$ cat src/rtl/spi_display_scheduler.sv
// rtl/spi_display_scheduler.sv - MAX7219 init/command/refresh-frame scheduler for a shared SPI master
module spi_display_scheduler #(
    parameter int         NUM_DIGITS = 6,
    parameter logic [2:0] SCAN_LIMIT = 3'd5,
    parameter logic [3:0] INTENSITY  = 4'h8
) (
    input  logic                    clk,
    input  logic                    res,
    input  logic                    refresh_req,
    input  logic [4*NUM_DIGITS-1:0] digits,
    input  logic [NUM_DIGITS-1:0]   dp_mask,
    input  logic                    cmd_req,
    input  logic [15:0]             cmd_word,
    output logic                    cmd_ack,
    output logic                    m_cs,
    output logic [15:0]             m_word,
    input  logic                    m_ready,
    input  logic                    m_sent,
    output logic                    init_done,
    output logic                    busy,
    output logic                    refresh_done,
    output logic                    refresh_drop
);

    typedef enum logic [1:0] {S_INIT, S_IDLE, S_WAIT_SENT, S_WAIT_READY} state_t;
    typedef enum logic [1:0] {SRC_INIT, SRC_CMD, SRC_FRAME} src_t;

    localparam logic [2:0] INIT_LAST  = 3'd4;
    localparam logic [2:0] FRAME_LAST = 3'(NUM_DIGITS - 1);

    state_t                  state_q, state_d;
    src_t                    src_q, src_d;
    logic [2:0]              idx_q, idx_d;
    logic                    cs_q, cs_d;
    logic [15:0]             word_q, word_d;
    logic                    ack_q, ack_d;
    logic                    init_done_q, init_done_d;
    logic                    done_q, done_d;
    logic                    drop_q, drop_d;
    logic                    pend_q, pend_d;
    logic [4*NUM_DIGITS-1:0] snap_dig_q, snap_dig_d;
    logic [NUM_DIGITS-1:0]   snap_dp_q, snap_dp_d;
    logic                    ready_ok;
    logic                    grant_frame;
    logic [2:0]              idx_nxt;
    logic [2:0]              seq_last;

    function automatic logic [15:0] init_word(input logic [2:0] k);
        case (k)
            3'd0:    init_word = 16'h0C01;
            3'd1:    init_word = 16'h09FF;
            3'd2:    init_word = {8'h0B, 5'b0, SCAN_LIMIT};
            3'd3:    init_word = {8'h0A, 4'b0, INTENSITY};
            default: init_word = 16'h0F00;
        endcase
    endfunction

    function automatic logic [15:0] frame_word(input logic [2:0]              k,
                                               input logic [4*NUM_DIGITS-1:0] dig,
                                               input logic [NUM_DIGITS-1:0]   dp);
        frame_word = {8'(k) + 8'd1, dp[k], 3'b000, dig[4*k +: 4]};
    endfunction

    // Follow-on words of a sequence; a command is always a single word
    function automatic logic [15:0] next_word(input src_t src, input logic [2:0] k,
                                              input logic [4*NUM_DIGITS-1:0] dig,
                                              input logic [NUM_DIGITS-1:0]   dp);
        case (src)
            SRC_INIT:  next_word = init_word(k);
            SRC_FRAME: next_word = frame_word(k, dig, dp);
            default:   next_word = 16'h0000;
        endcase
    endfunction

    // Index of the final word for the sequence currently on the wire
    always_comb begin
        case (src_q)
            SRC_INIT:  seq_last = INIT_LAST;
            SRC_FRAME: seq_last = FRAME_LAST;
            default:   seq_last = 3'd0;
        endcase
    end

    // State register; async reset forces chip select high immediately
    always_ff @(posedge clk or negedge res) begin
        if (!res) begin
            state_q     <= S_INIT;
            src_q       <= SRC_INIT;
            idx_q       <= 3'd0;
            cs_q        <= 1'b1;
            word_q      <= 16'h0000;
            ack_q       <= 1'b0;
            init_done_q <= 1'b0;
            done_q      <= 1'b0;
            drop_q      <= 1'b0;
            pend_q      <= 1'b0;
            snap_dig_q  <= '0;
            snap_dp_q   <= '0;
        end else begin
            state_q     <= state_d;
            src_q       <= src_d;
            idx_q       <= idx_d;
            cs_q        <= cs_d;
            word_q      <= word_d;
            ack_q       <= ack_d;
            init_done_q <= init_done_d;
            done_q      <= done_d;
            drop_q      <= drop_d;
            pend_q      <= pend_d;
            snap_dig_q  <= snap_dig_d;
            snap_dp_q   <= snap_dp_d;
        end
    end

    // Sequencing, arbitration and the one-deep refresh request queue
    always_comb begin
        state_d     = state_q;
        src_d       = src_q;
        idx_d       = idx_q;
        cs_d        = cs_q;
        word_d      = word_q;
        ack_d       = 1'b0;
        init_done_d = init_done_q;
        done_d      = 1'b0;
        drop_d      = 1'b0;
        pend_d      = pend_q;
        snap_dig_d  = snap_dig_q;
        snap_dp_d   = snap_dp_q;
        grant_frame = 1'b0;
        ready_ok    = m_ready && !m_sent;
        idx_nxt     = idx_q + 3'd1;

        case (state_q)
            S_INIT: begin
                if (ready_ok) begin
                    src_d   = SRC_INIT;
                    idx_d   = 3'd0;
                    word_d  = init_word(3'd0);
                    cs_d    = 1'b0;
                    state_d = S_WAIT_SENT;
                end
            end
            S_IDLE: begin
                if (ready_ok) begin
                    if (cmd_req) begin
                        ack_d   = 1'b1;
                        src_d   = SRC_CMD;
                        idx_d   = 3'd0;
                        word_d  = cmd_word;
                        cs_d    = 1'b0;
                        state_d = S_WAIT_SENT;
                    end else if (pend_q) begin
                        grant_frame = 1'b1;
                        src_d       = SRC_FRAME;
                        idx_d       = 3'd0;
                        snap_dig_d  = digits;
                        snap_dp_d   = dp_mask;
                        word_d      = frame_word(3'd0, digits, dp_mask);
                        cs_d        = 1'b0;
                        state_d     = S_WAIT_SENT;
                    end
                end
            end
            S_WAIT_SENT: begin
                if (m_sent) begin
                    cs_d    = 1'b1;
                    state_d = S_WAIT_READY;
                end
            end
            S_WAIT_READY: begin
                if (ready_ok) begin
                    if (idx_q != seq_last) begin
                        idx_d   = idx_nxt;
                        word_d  = next_word(src_q, idx_nxt, snap_dig_q, snap_dp_q);
                        cs_d    = 1'b0;
                        state_d = S_WAIT_SENT;
                    end else begin
                        state_d = S_IDLE;
                        if (src_q == SRC_INIT)  init_done_d = 1'b1;
                        if (src_q == SRC_FRAME) done_d      = 1'b1;
                    end
                end
            end
            default: state_d = S_INIT;
        endcase

        // A request arriving on the grant edge refills the slot the grant just freed
        if (refresh_req) begin
            if (pend_q && !grant_frame) drop_d = 1'b1;
            else                        pend_d = 1'b1;
        end else if (grant_frame) begin
            pend_d = 1'b0;
        end
    end

    assign cmd_ack      = ack_q;
    assign m_cs         = cs_q;
    assign m_word       = word_q;
    assign init_done    = init_done_q;
    assign busy         = (state_q != S_IDLE);
    assign refresh_done = done_q;
    assign refresh_drop = drop_q;

endmodule

$ cat config.mk
export PLATFORM = sky130hd
export DESIGN_NAME = spi_display_scheduler
export DESIGN_NICKNAME = d
export VERILOG_FILES = /design/src/rtl/spi_display_scheduler.sv
export SDC_FILE = /design/constraint.sdc
export NUM_CORES = 1
export LEC_CHECK = 0
export BUFFER_PORTS_ARGS = -buffer_cell sky130_fd_sc_hd__clkbuf_2
export CORE_ASPECT_RATIO = 2
export CORE_MARGIN = 5
export CORE_UTILIZATION = 57
export DETAILED_ROUTE_END_ITERATION = 8
export GPL_TIMING_DRIVEN = 1
export MAX_ROUTING_LAYER = met4
export PLACE_DENSITY = 0.85
export REMOVE_ABC_BUFFERS = 1
export SLEW_MARGIN = 20
export SYNTH_ARGS = -nofsm -noshare
export SYNTH_HDL_FRONTEND = slang
export SYNTH_SLANG_ARGS = --single-unit
$ cat constraint.sdc
create_clock -name clk -period 3.45 [get_ports clk]
set_input_delay 0.5175 -clock clk [delete_from_list [all_inputs] [get_ports clk]]
set_output_delay 0.5175 -clock clk [all_outputs]
set_load 0.02 [all_outputs]
=== After elaboration in Yosys (flattened, before gate mapping) ===
Index checks and enable logic that the tools add are counted.

* Add/subtract/negate cells: 2
* $lt $le $gt $ge: 1
* Equality and inequality tests: 16
* Shift operators: 1
* Multiplexer cells: 55
* Bitwise logic cells: 2
* Reduce and logical (&&, ||, !) cells: 17

{| class="wikitable"
|+ Operator list
! operator !! count
|-
| $mux W16 || 6
|-
| $pmux W16 S3 || 1
|-
| $pmux W11 S4 || 1
|-
| $pmux W16 S2 || 1
|-
| $mux W1 || 24
|-
| $shiftx A24 B6 Y4 || 1
|-
| $mux W2 || 10
|-
| $mux W3 || 6
|-
| $ne A2 B2 Y1 const B || 6
|-
| $reduce_and A4 Y1 || 3
|-
| $reduce_and A6 Y1 || 2
|-
| $pmux W3 S3 || 1
|-
| $pmux W2 S4 || 1
|-
| $eq A2 B2 Y1 const B || 3
|-
| $eq A3 B2 Y1 const B || 2
|-
| $pmux W3 S2 || 1
|-
| $reduce_and A5 Y1 || 1
|-
| $add A3 B1 Y4 const B || 1
|-
| $logic_not A2 Y1 || 2
|-
| $lt A3 B4 Y1 const B || 1
|-
| $pmux W1 S4 || 1
|-
| $pmux W2 S2 || 1
|-
| $reduce_bool A2 Y1 || 2
|-
| $add A3 B1 Y3 const B || 1
|-
| other kinds (12) || 15
|}

* Register bits: 59
* Bits of input ports: 52
* Logic and storage cells: 106

=== Logic depth before layout (Yosys ltp) ===
* Depth after elaboration: 8
* Gate-level depth with buffers: 9
* Gate-level depth less buffers: 7

=== Worst setup path after synthesis ===
OpenSTA, ideal clock, no wires.

* Kind: register -> register
* From: reg idx_q[0]
* To: reg word_q[0] (netlist: m_word[0])
* Arrival time: 2177 ps
* Slack: 1147 ps
* Cell stages (with the launch flop): 9
* Path buffers: 2
* Clock period less this slack: 2303 ps
* Cell sequence: dfrtp_1 buf_2 inv_1 ha_1 clkbuf_1 mux4_2 nand3_1 o221ai_1 o32a_1

* Word-level cells in the longest chain between the ends: 7
* Elaborated cells on any way between the ends: 14

{| class="wikitable"
|+ Ends and longest elaborated chain
! element !! line !! text
|-
| start, declared || 33 || <nowiki>logic [2:0] idx_q, idx_d;</nowiki>
|-
| start signal, assigned || 102 || <nowiki>idx_q <= idx_d;</nowiki>
|-
| branches (longest 7 deep; another with $add A3 B1 Y3) || - ||
|-
| end signal, assigned || 104 || <nowiki>word_q <= word_d;</nowiki>
|-
| end, declared || 35 || <nowiki>logic [15:0] word_q, word_d;</nowiki>
|}

Several ways; the timed one is not identified. The select of a mux whose other input is x is not followed.
A chain may end at the register's enable or synchronous reset.

=== Worst setup path in the final report ===
* From: reg idx_q[0]
* To: reg word_q[10] (netlist: m_word[10])

* Word-level cells in the longest chain between the ends: 7
* Elaborated cells on any way between the ends: 14

{| class="wikitable"
|+ Ends and longest elaborated chain
! element !! line !! text
|-
| $add A3 B1 Y3 || 131 || <nowiki>idx_nxt = idx_q + 3'd1;</nowiki>
|-
| $eq A3 B2 Y1 (tied with other cells) || 49 || <nowiki>case (k)</nowiki>
|-
| $pmux W11 S4 || 49 ||
|-
| $pmux W16 S2 || 68 || <nowiki>case (src)</nowiki>
|-
| $mux W16 || 172 || <nowiki>if (idx_q != seq_last) begin</nowiki>
|-
| $mux W16 || 171 || <nowiki>if (ready_ok) begin</nowiki>
|-
| $pmux W16 S3 || 133 || <nowiki>case (state_q)</nowiki>
|}

Several ways; a longest one is shown, not always the timed one. The select of a mux whose other input is x is not followed.

==> metrics.csv <==
metric,value,unit
status,"finished, final reports clean",
Post-CTS Resized,0,
Max VDD drop,0.000601,V
RSZ-0062 raised after global routing,no,
Synth Cell Area,2990,um2
headroom to the max-slew limit,0.484,
PortBufs,73,
Post-synth EDFFs,0,
Multi-input gate area,1370,um2
f_max,0.370,GHz
"FF+latch count, synth",59,
"Slew Viols, Final",0,
filler instances,398,
largest fanout on the critical path,18,
post-route ant nets,0,
"Reg clk slew, reported paths",0.06,ns
Layout area overhead,18.3,%
YS warnings,0,
Worst-Skew Late Latency,0.33,ns
vias in the first global route,2548,
P_int,1900,uW
"Distinct cells, synth",54,
Critical Path Start Type,register,
DIE WIDTH,61.2,um
cts hold-fix bufs,0,
via count,2352,
layout cell share with drive strength beyond 1,0.401,
CP max stage cell,dfrtp_1,
WP data arrival,2.92,ns
largest stage delay on the critical path,0.84,ns
Leak Pwr,0.00172,uW
cell count after synthesis,253,
IO Count,74,
Die Ht,112,um
Seq pwr share,0.398,
"Remaining Overflow, GRT",0,
Power Dens Cells,884,nW/um2
DR vias/cell,6.08,
gr usage total,0.250,
Inserted Diodes,0,
H-tree levels,3,
WP data required,3.66,ns
Residual DRC,0,
Power Total,3120,uW
Tcrit/Tclk final,0.784,
ys async rst share,1.00,
Core Region,5140,um2
clock share of power,0.162,
crit-path cells,ha_1 -> o311a_1 -> or2_1 -> o32a_1,
setup total negative slack,0,ns
Pre-Repair DR Iteration Count,4,
Final setup viols,0,
CP top delay family,flip-flops,
row cnt,37,
Avg WL per Cell,19.2,um
Worst Max-Slew Pin Slew,0.774,ns
DRT Wirelength,7410,um
CTS sink cnt,59,
Final Hold Violating Endpoints,0,
Comb power frac,0.441,
DP Area,3390,um2
crit path kind,reg -> reg,
syn_area_per_cell,11.8,um2
storage element area,1480,um2
sequential share of the synthesized area,0.495,
Post-Layout Cell Count,387,
initial antenna violation count,0,
CTS tree,yes,
Inst Count DP,374,
CP bufs+invs,0,
DR iter-0 viols,135,
HPWL after detailed placement,5630,um
routability congestion estimate,0.958,
pin count of the biggest net entering global routing,39,
Worst setup EP type,register,
Final min period,2.71,ns
first-pass GRT wire length,12200,um
Post-Route Skew,0.00898,ns
TritonCTS Buffers,9,
Max Buffers Root-to-Sink,2,
die footprint,6880,um2
postcts setup bufs,0,
min-delay worst type,in -> async,
"Top FF cell, synth",dfrtp_1,
cell area after layout,3530,um2
switching share of power,0.391,
Layout Nets,386,
Initial Util,0.581,
max-cap viol count,0,
root buffer selected by CTS,clkbuf_8,
Net Switching,1220,uW
## Yosys cell counts, drive strengths merged, types with 2 or more instances
cell / count / area share
a21o: 3 / 0.0075
a21oi: 11 / 0.018
a22o: 4 / 0.012
a31oi: 3 / 0.0063
and2: 2 / 0.0042
and3: 4 / 0.0084
buf: 10 / 0.023
clkbuf: 8 / 0.010
dfrtp: 58 / 0.49
ha: 7 / 0.029
inv: 11 / 0.014
mux2: 31 / 0.12
mux2i: 11 / 0.037
mux4: 5 / 0.038
nand2: 6 / 0.0075
nand3: 2 / 0.0034
nand4: 3 / 0.0063
nor2: 16 / 0.020
nor2b: 2 / 0.0042
nor3: 10 / 0.017
nor4: 5 / 0.010
o21ai: 5 / 0.0084
o221ai: 3 / 0.011
o22ai: 4 / 0.010
o2bb2ai: 3 / 0.0088
o32a: 2 / 0.0067
o32ai: 2 / 0.0059
## per-layer routing
layer / track usage / share of wire
met5: - / 0
met4: 0.178 / 0.056
met3: 0.0483 / 0.057
met2: 0.393 / 0.54
met1: 0.269 / 0.35
## power groups by stage
| stage | sequential, uW | clock [uW] | combinational, uW |
|---|---|---|---|
| after floorplan | 1310 | 0 | 844 |
| after global placement | 1230 | 0 | 1350 |
| after detailed placement | 1250 | 0 | 1380 |
| after CTS | 1240 | 515 | 1380 |
| after global routing | 1280 | 548 | 1510 |
| final | 1240 | 505 | 1380 |
## cell families (layout without fill, tap and decap cells)
| family | Yosys count | in the layout | share of synthesized area |
|---|---|---|---|
| simple gates | 58 | 58 | 0.105 |
| fa+ha+maj | 7 | 7 | 0.0293 |
| xor+xnor | 2 | 2 | 0.00587 |
| buf+inv | 29 | 105 | 0.0469 |
| flops | 59 | 59 | 0.495 |
| mux | 47 | 47 | 0.191 |
| compound gates | 51 | 51 | 0.127 |
## layout make-up
type,count,share of cell area
inverters,11,0.0117
repair buffers,81,0.120
well taps,58,0.0205
clock buffers,13,0.0421
flip-flops and latches,59,0.418
multi-input cells,165,0.387
## path summary, 6_finish.rpt
check	cells after the start	slack [ns]	from	to
min in group clk	2	0.37	refresh_req	pend_q$_DFFE_PN0P_
hold reg to reg	1	0.49	init_done$_DFFE_PN0P_	init_done$_DFFE_PN0P_
max in group asynchronous	2	2.39	res	snap_dp_q[4]$_DFFE_PN0P_
setup reg to reg	4	0.74	idx_q[0]$_DFFE_PN0P_	m_word[10]$_DFFE_PN0P_
setup / recovery	4	0.74	idx_q[0]$_DFFE_PN0P_	m_word[10]$_DFFE_PN0P_
hold / removal	1	0.17	res	m_word[12]$_DFFE_PN0P_
## state kept, by name, summed over array words and instances (netlist names)
| signal | flops |
|---|---|
| refresh_done | 1 |
| cmd_ack | 1 |
| m_cs | 1 |
| state_q | 2 |
| refresh_drop | 1 |
| m_word | 16 |
| src_q | 2 |
| snap_dp_q | 6 |
| pend_q | 1 |
| idx_q | 3 |
| snap_dig_q | 24 |
| init_done | 1 |
## cell usage in the layout, fill, tap and decap left out, types with 4 or more instances in the layout
| cell type | netlist | routed |
|---|---|---|
| a22o_1 | 4 | 4 |
| nor3_1 | 10 | 10 |
| mux2_2 | 31 | 31 |
| a21oi_1 | 11 | 11 |
| inv_1 | 10 | 10 |
| nand2_1 | 6 | 6 |
| nor4_1 | 5 | 5 |
| buf_4 | 0 | 8 |
| mux4_2 | 5 | 5 |
| dfrtp_1 | 58 | 58 |
| mux2i_1 | 11 | 11 |
| and3_1 | 4 | 4 |
| nor2_1 | 16 | 16 |
| clkbuf_8 | 0 | 10 |
| ha_1 | 7 | 7 |
| clkbuf_2 | 0 | 73 |
## stage by stage
step / utilization / hold slack (ns) / worst slack [ns]
4_1_cts: 0.688 / 0.178 / 0.742
3_3_place_gp: 0.659 / 0.461 / 0.824
3_5_place_dp: 0.659 / 0.474 / 0.761
6_report: 0.688 / 0.165 / 0.744
2_1_floorplan: - / 0.222 / 0.785
5_1_grt: 0.688 / 0.207 / 0.510
No activity file was read; power rests on OpenSTA's default activity.
